### config.mk
export PLATFORM = sky130hd
export DESIGN_NAME = flex_hub_pipe_flat
export DESIGN_NICKNAME = d
export VERILOG_FILES = /design/src/rtl/flex_hub_pkg.sv /design/src/rtl/flex_hub_pipe_if.sv /design/src/rtl/flex_hub_watchdog.sv /design/src/rtl/flex_hub_pipe.sv /design/src/flat_wrapper.sv
export SDC_FILE = /design/constraint.sdc
export NUM_CORES = 1
export LEC_CHECK = 0
export CORE_MARGIN = 4
export CORE_UTILIZATION = 36
export CTS_CLUSTER_SIZE = 24
export DETAILED_ROUTE_END_ITERATION = 7
export GPL_TIMING_DRIVEN = 0
export PLACE_DENSITY = 0.77
export SYNTH_ARGS = -nofsm -noshare
export SYNTH_HDL_FRONTEND = slang
export SYNTH_SLANG_ARGS = --single-unit
### constraint.sdc
create_clock -name clock -period 1.5 [get_ports clock]
set_clock_uncertainty 0.05 [all_clocks]
set_input_delay 0.3 -clock clock [delete_from_list [all_inputs] [get_ports clock]]
set_output_delay 0.3 -clock clock [all_outputs]
set_load 0.01 [all_outputs]
### src/rtl/flex_hub_pkg.sv
// flex_hub_pkg: shared types and helpers for the flex peripheral read-back hub.
//   wd_state_e      watchdog FSM states
//   TIMEOUT_PATTERN read word synthesised on watchdog expiry
//                   (only with FLEX_HUB_TIMEOUT_DTACK_EN)
//   timeout_fill    TIMEOUT_PATTERN replicated across 1024 bits
//                   (the caller truncates it)
//   lowest_set      index of the lowest set bit of a 32-bit vector
//   multi_set       1 when two or more bits of a 32-bit vector are set
package flex_hub_pkg;

  typedef enum logic [1:0] {IDLE, WAIT, EXPIRE, DONE} wd_state_e;

  localparam logic [15:0] TIMEOUT_PATTERN = 16'hDEAD;

  function automatic logic [1023:0] timeout_fill();
    logic [1023:0] r;
    r = '0;
    for (int unsigned b = 0; b < 1024; b++) r[b] = TIMEOUT_PATTERN[b % 16];
    return r;
  endfunction

  function automatic logic [4:0] lowest_set(input logic [31:0] v);
    logic [4:0] idx;
    idx = '0;
    for (int i = 31; i >= 0; i--) if (v[i]) idx = 5'(i);
    return idx;
  endfunction

  // Clearing the lowest set bit leaves something only if a second bit was set.
  function automatic logic multi_set(input logic [31:0] v);
    return (v & (v - 32'd1)) != '0;
  endfunction

endpackage

### src/rtl/flex_hub_pipe_if.sv
// flex_hub_pipe_if: bus between the SCU slave macro / flex peripheral array
// and the read-back hub.
//   slave modport  : the hub's view (slave-side inputs in, merged results out)
//   master modport : the environment's view (drives requests and slave returns)
// Signals: ext_req, clr_status, sec_data_r[NR_SLAVES*W], sec_dtack[NR_SLAVES],
//   sec_data_r_act[NR_SLAVES], data_r[W], dtack, data_r_act, collision,
//   collision_mask[NR_SLAVES], collision_cnt[CNT_WIDTH], timeout,
//   timeout_sticky.
interface flex_hub_pipe_if #(
  parameter int unsigned DATA_BUS_WIDTH = 16,
  parameter int unsigned NR_SLAVES      = 4,
  parameter int unsigned CNT_WIDTH      = 8
);
  logic                                ext_req;
  logic                                clr_status;
  logic [NR_SLAVES*DATA_BUS_WIDTH-1:0] sec_data_r;
  logic [NR_SLAVES-1:0]                sec_dtack;
  logic [NR_SLAVES-1:0]                sec_data_r_act;
  logic [DATA_BUS_WIDTH-1:0]           data_r;
  logic                                dtack;
  logic                                data_r_act;
  logic                                collision;
  logic [NR_SLAVES-1:0]                collision_mask;
  logic [CNT_WIDTH-1:0]                collision_cnt;
  logic                                timeout;
  logic                                timeout_sticky;

  modport slave (
    input  ext_req, clr_status, sec_data_r, sec_dtack, sec_data_r_act,
    output data_r, dtack, data_r_act, collision, collision_mask,
           collision_cnt, timeout, timeout_sticky
  );

  modport master (
    output ext_req, clr_status, sec_data_r, sec_dtack, sec_data_r_act,
    input  data_r, dtack, data_r_act, collision, collision_mask,
           collision_cnt, timeout, timeout_sticky
  );
endinterface

### src/rtl/flex_hub_watchdog.sv
// flex_hub_watchdog: per-access dtack watchdog.
//   clock, reset  : clock, synchronous active-high reset
//   ext_req       : master access pending (level)
//   any_dtack     : OR of all slave dtacks
//   timeout       : registered one-cycle pulse, the cycle after EXPIRE
//   expire_dtack  : high while in EXPIRE (aligns with timeout once registered
//                   by the caller)
module flex_hub_watchdog
  import flex_hub_pkg::*;
#(
  parameter int unsigned TIMEOUT_CYCLES = 255
) (
  input  logic clock,
  input  logic reset,
  input  logic ext_req,
  input  logic any_dtack,
  output logic timeout,
  output logic expire_dtack
);
  localparam int unsigned CW = $clog2(TIMEOUT_CYCLES);
  localparam logic [CW-1:0] LAST = CW'(TIMEOUT_CYCLES - 1);

  wd_state_e     state_q, state_d;
  logic [CW-1:0] cnt_q, cnt_d;
  logic          timeout_q;

  always_ff @(posedge clock) begin
    if (reset) begin
      state_q   <= IDLE;
      cnt_q     <= '0;
      timeout_q <= 1'b0;
    end else begin
      state_q   <= state_d;
      cnt_q     <= cnt_d;
      timeout_q <= (state_q == EXPIRE);
    end
  end

  always_comb begin
    state_d = state_q;
    cnt_d   = cnt_q;
    case (state_q)
      IDLE: if (ext_req) begin
        state_d = WAIT;
        cnt_d   = '0;
      end
      WAIT: begin
        cnt_d = cnt_q + 1'b1;
        // dtack outranks both abort and expiry on the same cycle
        if (any_dtack)          state_d = DONE;
        else if (!ext_req)      state_d = IDLE;
        else if (cnt_q == LAST) state_d = EXPIRE;
      end
      EXPIRE: state_d = DONE;
      DONE:   if (!ext_req) state_d = IDLE;
      default: state_d = IDLE;
    endcase
  end

  assign timeout      = timeout_q;
  assign expire_dtack = (state_q == EXPIRE);
endmodule

### src/rtl/flex_hub_pipe.sv
// flex_hub_pipe: registered read-back hub merging NR_SLAVES flex peripherals
// into one SCU-bus-facing set, with collision status and a dtack watchdog.
//   clock, reset : clock, synchronous active-high reset
//   bus (slave)  : ext_req/clr_status/sec_* in; data_r, dtack, data_r_act,
//                  collision, collision_mask, collision_cnt, timeout,
//                  timeout_sticky out (all registered, 1-cycle latency)
// Build option: define FLEX_HUB_TIMEOUT_DTACK_EN to have the hub answer an
// expired access itself with dtack and TIMEOUT_PATTERN for one cycle.
module flex_hub_pipe
  import flex_hub_pkg::*;
#(
  parameter int unsigned DATA_BUS_WIDTH = 16,
  parameter int unsigned NR_SLAVES      = 4,
  parameter int unsigned TIMEOUT_CYCLES = 255,
  parameter int unsigned CNT_WIDTH      = 8
) (
  input logic           clock,
  input logic           reset,
  flex_hub_pipe_if.slave bus
);
  logic [31:0]               act_vec;
  logic [4:0]                sel_idx;
  logic [DATA_BUS_WIDTH-1:0] sel_data;
  logic                      any_dtack, coll, expire, wd_timeout;

  logic [DATA_BUS_WIDTH-1:0] data_d, data_q;
  logic                      dtack_d, dtack_q, act_q, coll_q;
  logic [NR_SLAVES-1:0]      mask_d, mask_q;
  logic [CNT_WIDTH-1:0]      cnt_d, cnt_q;
  logic                      sticky_d, sticky_q;

  assign any_dtack = |bus.sec_dtack;
  assign coll      = multi_set(act_vec);

  always_comb begin
    act_vec                = '0;
    act_vec[NR_SLAVES-1:0] = bus.sec_data_r_act;
    sel_idx                = lowest_set(act_vec);
    sel_data               = '0;
    for (int unsigned i = 0; i < NR_SLAVES; i++)
      if (bus.sec_data_r_act[i] && (sel_idx == 5'(i)))
        sel_data = bus.sec_data_r[i*DATA_BUS_WIDTH +: DATA_BUS_WIDTH];
  end

  flex_hub_watchdog #(.TIMEOUT_CYCLES(TIMEOUT_CYCLES)) u_watchdog (
    .clock       (clock),
    .reset       (reset),
    .ext_req     (bus.ext_req),
    .any_dtack   (any_dtack),
    .timeout     (wd_timeout),
    .expire_dtack(expire)
  );

`ifdef FLEX_HUB_TIMEOUT_DTACK_EN
  localparam logic [1023:0] PAT_WIDE = timeout_fill();
  localparam logic [DATA_BUS_WIDTH-1:0] TO_PAT = PAT_WIDE[DATA_BUS_WIDTH-1:0];
`endif

  always_comb begin
`ifdef FLEX_HUB_TIMEOUT_DTACK_EN
    dtack_d = any_dtack | expire;
    data_d  = expire ? TO_PAT : sel_data;
`else
    dtack_d = any_dtack;
    data_d  = sel_data;
`endif
    // Clear first, then apply this cycle's event, so a collision coinciding
    // with clr_status restarts the status at mask=act, count=1.
    mask_d = mask_q;
    cnt_d  = cnt_q;
    if (bus.clr_status) begin
      mask_d = '0;
      cnt_d  = '0;
    end
    if (coll) begin
      mask_d = mask_d | bus.sec_data_r_act;
      cnt_d  = (cnt_d == '1) ? cnt_d : cnt_d + 1'b1;
    end
    sticky_d = expire | (sticky_q & ~bus.clr_status);
  end

  always_ff @(posedge clock) begin
    if (reset) begin
      data_q   <= '0;
      dtack_q  <= 1'b0;
      act_q    <= 1'b0;
      coll_q   <= 1'b0;
      mask_q   <= '0;
      cnt_q    <= '0;
      sticky_q <= 1'b0;
    end else begin
      data_q   <= data_d;
      dtack_q  <= dtack_d;
      act_q    <= |bus.sec_data_r_act;
      coll_q   <= coll;
      mask_q   <= mask_d;
      cnt_q    <= cnt_d;
      sticky_q <= sticky_d;
    end
  end

  assign bus.data_r         = data_q;
  assign bus.dtack          = dtack_q;
  assign bus.data_r_act     = act_q;
  assign bus.collision      = coll_q;
  assign bus.collision_mask = mask_q;
  assign bus.collision_cnt  = cnt_q;
  assign bus.timeout        = wd_timeout;
  assign bus.timeout_sticky = sticky_q;
endmodule

### src/flat_wrapper.sv
// flat-port wrapper written by rule: the top's interface ports become plain ports
module flex_hub_pipe_flat import flex_hub_pkg::*;
#(
  parameter int unsigned DATA_BUS_WIDTH = 16,
  parameter int unsigned NR_SLAVES      = 4,
  parameter int unsigned TIMEOUT_CYCLES = 255,
  parameter int unsigned CNT_WIDTH      = 8
)
  (clock, reset, bus_ext_req, bus_clr_status, bus_sec_data_r, bus_sec_dtack, bus_sec_data_r_act, bus_data_r, bus_dtack, bus_data_r_act, bus_collision, bus_collision_mask, bus_collision_cnt, bus_timeout, bus_timeout_sticky);
  flex_hub_pipe_if #(.DATA_BUS_WIDTH(DATA_BUS_WIDTH), .NR_SLAVES(NR_SLAVES), .CNT_WIDTH(CNT_WIDTH)) bus_i ();
  input logic clock;
  input logic reset;
  input wire logic [$bits(bus_i.ext_req)-1:0] bus_ext_req;
  input wire logic [$bits(bus_i.clr_status)-1:0] bus_clr_status;
  input wire logic [$bits(bus_i.sec_data_r)-1:0] bus_sec_data_r;
  input wire logic [$bits(bus_i.sec_dtack)-1:0] bus_sec_dtack;
  input wire logic [$bits(bus_i.sec_data_r_act)-1:0] bus_sec_data_r_act;
  output wire logic [$bits(bus_i.data_r)-1:0] bus_data_r;
  output wire logic [$bits(bus_i.dtack)-1:0] bus_dtack;
  output wire logic [$bits(bus_i.data_r_act)-1:0] bus_data_r_act;
  output wire logic [$bits(bus_i.collision)-1:0] bus_collision;
  output wire logic [$bits(bus_i.collision_mask)-1:0] bus_collision_mask;
  output wire logic [$bits(bus_i.collision_cnt)-1:0] bus_collision_cnt;
  output wire logic [$bits(bus_i.timeout)-1:0] bus_timeout;
  output wire logic [$bits(bus_i.timeout_sticky)-1:0] bus_timeout_sticky;
  assign bus_i.ext_req = bus_ext_req;
  assign bus_i.clr_status = bus_clr_status;
  assign bus_i.sec_data_r = bus_sec_data_r;
  assign bus_i.sec_dtack = bus_sec_dtack;
  assign bus_i.sec_data_r_act = bus_sec_data_r_act;
  assign bus_data_r = bus_i.data_r;
  assign bus_dtack = bus_i.dtack;
  assign bus_data_r_act = bus_i.data_r_act;
  assign bus_collision = bus_i.collision;
  assign bus_collision_mask = bus_i.collision_mask;
  assign bus_collision_cnt = bus_i.collision_cnt;
  assign bus_timeout = bus_i.timeout;
  assign bus_timeout_sticky = bus_i.timeout_sticky;
  flex_hub_pipe #(.DATA_BUS_WIDTH(DATA_BUS_WIDTH), .NR_SLAVES(NR_SLAVES), .TIMEOUT_CYCLES(TIMEOUT_CYCLES), .CNT_WIDTH(CNT_WIDTH)) u_core (.clock(clock), .reset(reset), .bus(bus_i));
endmodule
Word level (Yosys, flattened, before mapping)
Index checks and enable logic that the tools add are counted.
{"block": "totals", "regBits": 43, "output_inout_bits": 33, "wordCells": 62, "inputBits": 76}
{"block": "classes", "mux": 21, "n_addsub": 3, "n_reduce_logical": 12, "bitwise_logic": 5, "n_eq_ne": 11}
{"cell": "2-to-1 mux 16 bit", "count": 4}
{"cell": "bitwise AND 4 x 32 -> 32 bit", "count": 1}
{"cell": "2-to-1 mux 8 bit", "count": 4}
{"cell": "nonzero test 32 bit", "count": 1}
{"cell": "2-to-1 mux 2 bit", "count": 9}
{"cell": "adder 8 x 1 -> 8 bit (second input constant)", "count": 2}
{"cell": "== test 8 bit (second input constant)", "count": 2}
{"cell": "case mux 8 bit (2 select lines)", "count": 1}
{"cell": "== test 2 bit (second input constant)", "count": 4}
{"cell": "2-to-1 mux 4 bit", "count": 2}
{"cell": "case mux 2 bit (4 select lines)", "count": 1}
{"cell": "OR reduction 4 bit", "count": 2}
{"cell": "zero test 5 bit", "count": 1}
{"cell": "subtractor 4 x 1 -> 5 bit (second input constant)", "count": 1}
{"cell": "== test 2 x 1 -> 1 bit (second input constant)", "count": 2}
{"cell": "logical AND 1 bit", "count": 4}
{"cell": "!= test 2 bit (second input constant)", "count": 2}
{"cell": "!= test 4 x 3 -> 1 bit (second input constant)", "count": 1}
{"cell": "OR 4 bit", "count": 1}
{"cell": "AND reduction 3 bit", "count": 1}
{"cell": "zero test 2 bit", "count": 1}
{"cell": "AND reduction 2 bit", "count": 1}
{"cell": "nonzero test 2 bit", "count": 1}
{"cell": "bitwise AND 1 bit", "count": 1}
{"cell": "other kinds (2)", "count": 2}

Depth between registers and ports, before layout
Gate-level depths: netlist (run 1).
{"block": "logic_depth", "depth_word": 10, "depth_mapped": 7, "ltp_nobuf": 5}

Modules after synthesis
A second synthesis (run 1) with hierarchy kept.
{"block": "hier_totals", "cells_unflattened": 248, "area_unflattened_um2": 2128.3}
{"mod": "flex_hub_pipe", "instances": 1, "cells_per_inst": 181, "area_each_um2": 1531.5, "seq_area_each_um2": 640.6}
{"mod": "flex_hub_watchdog", "instances": 1, "cells_per_inst": 67, "area_each_um2": 596.8, "seq_area_each_um2": 220.2}

Worst setup path before layout (run 1)
Ideal clock, no wire load.
{"block": "synth_timing", "path_kind": "input -> register", "startpoint": "input port bus_sec_data_r_act[2]", "endpoint": "register u_core.cnt_q[3], in the netlist u_core.bus.collision_cnt[3]", "cell_stages": 5, "path_buffers": 1, "path_slack_ps": 85, "required_ps": 1347, "arrival_ps": 1262, "cell_sequence": "buf_2 a211oi_2 or2_1 nor3_1 a2111oi_2"}
{"block": "synth_via", "elab_chain_len": 4}
{"item": "start: declaration", "line": "flat_wrapper.sv:17", "source": "input wire logic [$bits(bus_i.sec_data_r_act)-1:0] bus_sec_data_r_act;"}
{"item": "subtractor 4 x 1 -> 5 bit", "line": "flex_hub_pkg.sv:31", "source": "return (v & (v - 32'd1)) != '0;"}
{"item": "bitwise AND 4 x 32 -> 32 bit (*)", "line": "flex_hub_pkg.sv:31"}
{"item": "nonzero test 32 bit (*)", "line": "flex_hub_pkg.sv:31"}
{"item": "2-to-1 mux 8 bit (*)", "line": "flex_hub_pipe.sv:75", "source": "if (coll) begin"}
{"item": "end signal: assignment", "line": "flex_hub_pipe.sv:97", "source": "cnt_q <= cnt_d;"}
{"item": "end: declaration", "line": "flex_hub_pipe.sv:29", "source": "logic [CNT_WIDTH-1:0] cnt_d, cnt_q;"}
Every way passes the cells marked *; elsewhere a longest branch is shown, timed or not.
A chain may end at the register's enable or synchronous reset.

==> key figures, run 1 <==
STA
  – Final slew viol count: 0
  – Rel. slew slack: about 66%
  – Tcrit/Tclk final: a little over nine tenths
  – FMAX: roughly 700 MHz
  – Fin Setup TNS: 0 ps
  – Worst hold slack: 352 ps
  – Slew at the pin closest to its max-slew limit: approximately 500 ps
  – RSZ-0062 raised after global routing: true
  – Tmin final: 1420 ps
  – Final hold vios: 0
  – Final WS setup: between 80 and 90 ps
  – Final setup viols: 0

Finish
  – Share of layout cells above drive strength 1: 14.5%
  – Nets: 436
  – Layout area overhead: 60.5%
  – Register area: about 870 µm²
  – Core Util, Final: 60.7%
  – Multi-input gate area: between 1000 and 1500 µm²
  – Number of fill cells: about 540
  – Diode count: 0

Placement
  – Place WS: -644 ps
  – GP Congestion: roughly 0.88
  – Detailed-placement wirelength estimate: around 5000 µm
  – Port bufs: between 100 and 150

CTS
  – Clock Sinks: 43
  – Clock root buffer: clkbuf_8
  – Longest Clk Path Bufs: 2
  – Clock latency on the worst-skew pair: 300 ps
  – Clock slew at reported path FFs: 80 ps
  – H-Tree Depth: 2
  – Clock tree from TritonCTS: yes
  – Cts bufs inserted: 5

Setup path
  – Crit-path max cell delay: 620 ps
  – R2R depth: 5
  – CP Data Arrival Time: 1570 ps
  – Critical path peak fanout: 10
  – Worst r2r src: u_core.u_watchdog.cnt_q[1]$_SDFFE_PP0P_
  – CP required: roughly 1700 ps
  – Setup crit end kind: flop
  – R2R setup slack: 90 ps
  – Critical path's slowest cell: clkdlybuf4s50_1
  – Crit path cell chain: clkdlybuf4s50_1 > clkbuf_1 > nand3b_1 > nand2_1
  – RR Endpoint: u_core.u_watchdog.cnt_q[4]$_SDFFE_PP0P_
  – Critical path type: input pin to flop
  – Crit path launch type: input pin

Hold path
  – Hold Path End: u_core.bus.data_r_act$_SDFF_PP0_
  – HP Start: bus_sec_data_r_act[3]
  – Min-Delay Path Class: input pin to flop
  – WHS Path Cells: 3

Synth
  – Mapped Cells: 240
  – Post-Syn Area: 2120 µm²
  – Cell taking the most area after synthesis: dfxtp_1
  – Synth top area cells: dfxtp_1 (41%), a22oi_1 (12%), nor2b_1 (6.8%), o21ai_0 (4.5%), nor2_1 (2.8%)
  – Seq/Total Area, Yosys: between 40% and 50%
  – Post-synthesis mux area share: between 4 and 5%
  – Combinational family with the most area after synthesis: simple AND/OR/NAND/NOR gates
  – Post-synth net total: approximately 320
  – Number of distinct library cells after synthesis: 44
  – Syn Area/Cell: between 8 and 9 µm²
  – Synth Area in Compound Gates: 24.8%
  – Flops & latches, synth: between 40 and 50
  – Share of the synthesized area in the top cell type: 40.6%
  – Top_reg_cell synth: dfxtp_1
  – Dominant cell by count in the synthesized netlist: dfxtp_1
  – Fraction of registers with async set/reset: 0%
  – Synth Area in Simple Gates: between 20% and 30%
  – Adder-cell area share of the yosys netlist: under 10%
  – Xor/xnor share of the synthesized area: 0%
  – Top cells by count, synth: dfxtp_1 (43), a22oi_1 (33), nor2b_1 (23)
  – Post-synth EDFFs: 0
  – Synth warn: 0

Die
  – Cell Rows: 27
  – I/O Pins: roughly 110
  – Die height: between 80 and 90 µm
  – Core area: roughly 5600 µm²
  – Die ar.: about 7200 µm²
  – Initial Util: between 30% and 40%
  – DIE WIDTH: 84.8 µm

Pwr
  – Cell leakage power: 1.43 nW
  – Final Total Pwr: approximately 0.0025 W
  – Peak supply drop: around 0.00035 V
  – Switch Pwr: 0.000672 W
  – Clock Power Share: between 20% and 30%
  – Seq pwr share: 48.6%
  – Net Sw Frac: a little over a quarter
  – Power Internal: around 0.0019 W
  – Logic pwr share: approximately 23%
  – Power Density: ~740 nW/µm²

Drt
  – Initial DRC Count: 118
  – Routed WL: about 6400 µm
  – Residual DRC count: 0
  – Pre-Repair DR Iteration Count: 4
  – Detail Route Antenna Nets: 0
  – WL/cell: around 15 µm
  – Routed via count: about 2200
  – Drt via density: roughly 5.2

Global route
  – Largest net degree at the start of global routing: 14
  – Gr ovfl total: 0
  – GRT Total Usage: 18.2%
  – Number of global-route vias before repair: 2258
  – First-pass GRT wire length: 10600 µm
  – Initial antenna violation count: 0

Job
  – Max Cap Viol: 0

Outcome
  – Status: completed
[cells by family after synthesis]
family                   Yosys count
AND/OR/NAND/NOR                   92
adder cells (fa/ha/maj)            2
AO/OA/AOI/OAI                     76
buffers and inverters             19
flip-flops                        43
multiplexers                       8
[power by group through the flow]
stage / Sequential [W] / Clock (W) / Combinational, W
3_3_place_gp: 0.00125 / 0 / 0.000591
6_report: 0.00123 / 0.000730 / 0.000573
4_1_cts: 0.00123 / 0.000752 / 0.000573
3_5_place_dp: 0.00126 / 0 / 0.000600
2_1_floorplan: 0.00128 / 0 / 0.000214
5_1_grt: 0.00124 / 0.000785 / 0.000626
[critical path: cells and delay by family]
| kind | cells | cell delay (ps) |
|---|---|---|
| buffers and inverters | 2 | 1050 |
| and+or+nand+nor | 2 | 220 |
[flip-flops by register name, indices dropped and copies added, names as in the netlist, named ones only]
signal and cells:
u_core.bus.data_r 16, u_core.bus.collision_cnt 8, u_core.u_watchdog.cnt_q 8, u_core.bus.collision_mask 4, u_core.bus.collision 1, u_core.bus.data_r_act 1
u_core.bus.dtack 1, u_core.bus.timeout_sticky 1, u_core.u_watchdog.state_q 1, u_core.u_watchdog.timeout 1
[what timing repair did]
item,in CTS,in global routing
resized for setup,46,19
hold endpoints to repair,0,0
setup endpoints to repair,67,30
pin swaps,2,4
gates cloned,0,0
setup buffers,3,2
hold buffers,0,0
[how the worst max path moves through the flow]
stage / from / endpoint / slack (ps) / cells past startpoint
after floorplan: bus_sec_data_r_act[2] / u_core.bus.collision_cnt[3]$_SDFF_PP0_ / 80 / 5
after CTS: u_core.bus.dtack$_SDFF_PP0_ / bus_dtack / 0.5 / 1
after global routing: u_core.u_watchdog.cnt_q[1]$_SDFFE_PP0P_ / u_core.u_watchdog.cnt_q[4]$_SDFFE_PP0P_ / -9 / 5
after detailed placement: bus_sec_data_r_act[3] / u_core.bus.data_r[3]$_SDFF_PP0_ / -640 / 6
after global placement: reset / u_core.bus.collision$_SDFF_PP0_ / -640 / 4
final: reset / u_core.bus.collision_cnt[0]$_SDFF_PP0_ / 80 / 4
[per-stage QoR]
stage	cells	area [µm²]
floorplan	240	2120
global placement	419	3280
detailed placement	419	3280
CTS	429	3370
global route	431	3410
finish	431	3410
[layer usage]
metal | wire [µm] | track usage [%] | up-vias
li1 | - | - | 1116
met1 | 2460 | 19.8 | 1011
met2 | 3120 | 31.9 | 99
met3 | 704 | 7.56 | 12
met4 | 128 | 6.19 | 0
met5 | 0 | 0 | -
[area by class of cell]
class                   count  share of cell area, %
flip-flops and latches     43                   25.5
plain buffers              16                   2.53
multi-input cells         178                   35.3
inverters                   2                  0.220
repair buffers            112                   31.3
well taps                  72                   2.65
clock buffers               6                   2.13
clock inverters             2                  0.367
[cells in the final DEF, fill, tap and decap left out, drive strengths merged, types with 5 or more instances in the layout]
cell,n
clkdlybuf4s50,69
dfxtp,43
a22oi,33
dlygate4sd2,31
nor2b,23
o21ai,19
nor2,16
clkbuf,16
nand2,14
buf,14
a21oi,9
nand3,6
nor3,5
mux2,5
nand2b,5
Note: power is estimated with default switching activity, not from simulation.
==> run 2: changes to the inputs <==
--- a/config.mk
+++ b/config.mk
@@ -11,6 +11,7 @@
 export DETAILED_ROUTE_END_ITERATION = 7
 export GPL_TIMING_DRIVEN = 0
 export PLACE_DENSITY = 0.77
+export SKIP_CTS_REPAIR_TIMING = 1
 export SYNTH_ARGS = -nofsm -noshare
 export SYNTH_HDL_FRONTEND = slang
 export SYNTH_SLANG_ARGS = --single-unit
==> run 2 against run 1 <==
Effect of this change:
- final cell count fell by 0.23%
- non-clock buffer count is 1 lower
- sequential share of layout area fell by 0.88 points
- global-route usage is essentially flat
- sequential power about the same
- critical endpoint unchanged
- via count rose by 1.3%
- sequential cell count is the same
- combinational power rose by 5.1%
==> key figures, run 2 (same netlist as run 1, synthesis figures left out) <==
Die
  – Initial Util: 37.8% (unchanged)
  – Cell Rows: 27 (unchanged)
  – Die ar.: 7190 µm² (unchanged)
  – Die height: 84.8 µm (unchanged)
  – Core area: 5610 µm² (unchanged)
  – DIE WIDTH: 84.8 µm (unchanged)
  – I/O Pins: 109 (unchanged)

Drt
  – Pre-Repair DR Iteration Count: 4 (unchanged)
  – Residual DRC count: 0 (unchanged)
  – Routed via count: 2267 (+1.3%)
  – Initial DRC Count: 107 (-9.3%)
  – Routed WL: 6440 µm (+0.50%)
  – DRT met1 WL: 2550 µm (+3.7%)
  – Drt via density: 5.27 (+1.5%)
  – Met2 routed WL: 3160 µm (+1.2%)
  – Met3 routed wirelength: 621 µm (-12%)
  – DR top layer: met4
  – Detail Route Antenna Nets: 0 (unchanged)
  – WL/cell: 15.0 µm (+0.73%)

Pwr
  – Cell leakage power: 1.80 nW (+26%)
  – Peak supply drop: 0.000347 V (-1.9%)
  – Switch Pwr: 0.000670 W (-0.24%)
  – Clock Power Share: 28.4% (-0.4 points)
  – Seq pwr share: 48.0% (-0.6 points)
  – Power Density: 725 nW/µm² (-2.7%)
  – Net Sw Frac: 26.2% (-0.26 points)
  – Logic pwr share: 23.6% (+1.0 points)
  – Power Internal: 0.00189 W (+1.1%)

Finish
  – Core Util, Final: 62.9% (+2.2 points)
  – Register area: 870 µm² (unchanged)
  – Commonest non-fill, non-tap cells in the layout: clkdlybuf4s50_1 (69), dlymetal6s2s_1 (37), dfxtp_1 (36)
  – Most common cell after layout, fill and taps aside: clkdlybuf4s50_1
  – Nets: 435 (-0.23%)
  – Multi-input gate area: 1200 µm² (unchanged)
  – Diode count: 0 (unchanged)
  – Layout area overhead: 66.2%
  – Number of fill cells: 507 (-5.8%)
  – Share of layout cells above drive strength 1: 14.0% (-0.52 points)
  – Max reg flops: 16 (unchanged)

STA
  – Tmin final: 1410 ps (-7.76 ps)
  – FMAX: 709 MHz (+0.55%)
  – Rel. slew slack: 67.3% (+0.87 points)
  – Final WS setup: 88.9 ps (+7.76 ps)
  – Final hold vios: 0 (unchanged)
  – Slew at the pin closest to its max-slew limit: 490 ps (-13.0 ps)
  – Final slew viol count: 0 (unchanged)
  – Tcrit/Tclk final: 94.1% (-0.52 points)
  – Fin Setup TNS: 0 ps (unchanged)
  – RSZ-0062 raised after global routing: false
  – Final setup viols: 0 (unchanged)

Setup path
  – Crit path buf inv count: 2 (unchanged)
  – Crit-path max cell delay: 620 ps (about the same)
  – Cell class contributing the biggest share of worst-path delay: buffers and inverters
  – Crit path cell chain: clkdlybuf4s50_1 > clkbuf_1 > nand3b_1 > nand2_1
  – CP required: 1650 ps (about the same)
  – Crit path launch type: input pin
  – Setup crit end kind: flop
  – Critical path type: input pin to flop
  – Critical path's slowest cell: clkdlybuf4s50_1
  – Critical path peak fanout: 10 (unchanged)
  – CP Data Arrival Time: 1560 ps (about the same)

CTS
  – Clock tree from TritonCTS: yes
  – Clock latency on the worst-skew pair: 300 ps (about the same)
  – Longest Clk Path Bufs: 2 (unchanged)
  – Cts bufs inserted: 5 (unchanged)
  – H-Tree Depth: 2 (unchanged)
  – Clock slew at reported path FFs: 80 ps (about the same)
  – Clock Sinks: 43 (unchanged)
  – Clock root buffer: clkbuf_8

Hold path
  – Min-Delay Path Class: input pin to flop

Global route
  – Largest net degree at the start of global routing: 14 (unchanged)
  – GRT Total Usage: 18.3% (about the same)
  – Gr ovfl total: 0 (unchanged)
  – Number of global-route vias before repair: 2256 (-0.089%)
  – First-pass GRT wire length: 10600 µm (about the same)
  – Initial antenna violation count: 0 (unchanged)

Placement
  – Place WS: -644 ps (unchanged)
  – Detailed-placement wirelength estimate: 5010 µm (unchanged)
  – Port bufs: 107 (unchanged)
  – GP Congestion: 0.884 (unchanged)

Job
  – Max Cap Viol: 0 (unchanged)

Outcome
  – Status: completed
[run 2: cell count changes in the layout (fill, tap and decap cells not counted), sizes merged]
cell,delta
dlymetal6s2s,+33
dlygate4sd2,-31
buf,-3
[run 2: area by class of cell]
cell class,instances,share of cell area [%]
clock inverters,2,0.355
clock buffers,6,2.06
flip-flops and latches,43,24.7
inverters,2,0.213
plain buffers,17,2.59
repair buffers,110,33.5
multi-input cells,178,34.1
well taps,72,2.55
[run 2: worst paths after layout]
kind	from	endpoint	slack (ps)	cells past startpoint
setup / recovery	reset	u_core.bus.collision_cnt[0]$_SDFF_PP0_	90	4
hold / removal	bus_sec_data_r_act[2]	u_core.bus.collision_mask[2]$_SDFF_PP0_	360	3
setup reg to reg	u_core.u_watchdog.cnt_q[3]$_SDFFE_PP0P_	flop	90	4
hold reg to reg	u_core.bus.timeout_sticky$_SDFF_PP0_	u_core.bus.timeout_sticky$_SDFF_PP0_	400	1
[run 2: worst register-to-register path, stage by stage, from the launching register on]
cell     delay, ps
dfxtp_1        400
and4_1         260
nand4_1        150
or2_2          320
a31oi_1        160
[run 2: stage by stage]
step / area (µm²) / hold WS (ps) / cells / total power [W]
finish: 3530 / 362 / 430 / 0.00256
global route: 3530 / 381 / 430 / 0.00267
CTS: 3370 / 334 / 427 / 0.00258
detailed placement: 3280 / 395 / 419 / 0.00185
global placement: 3280 / 388 / 419 / 0.00184
floorplan: 2120 / 337 / 240 / 0.00149
[run 2: power groups by stage]
stage / Sequential (W) / Clock [W] / Combinational, W
6_report: 0.00123 / 0.000726 / 0.000602
5_1_grt: 0.00123 / 0.000786 / 0.000654
4_1_cts: 0.00123 / 0.000752 / 0.000601
3_5_place_dp: 0.00126 / 0 / 0.000600
3_3_place_gp: 0.00125 / 0 / 0.000591
2_1_floorplan: 0.00128 / 0 / 0.000214
[run 2: routing by layer]
metal  vias to the layer above  GRT usage (%)
li1                       1116              -
met1                      1044           19.8
met2                        97           32.0
met3                        10           7.56
met4                         0           6.19
met5                         -              0
==> run 3: changes to the inputs <==
--- a/config.mk
+++ b/config.mk
@@ -10,6 +10,7 @@
 export CTS_CLUSTER_SIZE = 24
 export DETAILED_ROUTE_END_ITERATION = 7
 export GPL_TIMING_DRIVEN = 0
+export HOLD_SLACK_MARGIN = 0.02
 export PLACE_DENSITY = 0.77
 export SKIP_CTS_REPAIR_TIMING = 1
 export SYNTH_ARGS = -nofsm -noshare
==> results of run 3 <==
Same layout as run 2: the final DEF is identical, and so are final timing and power.
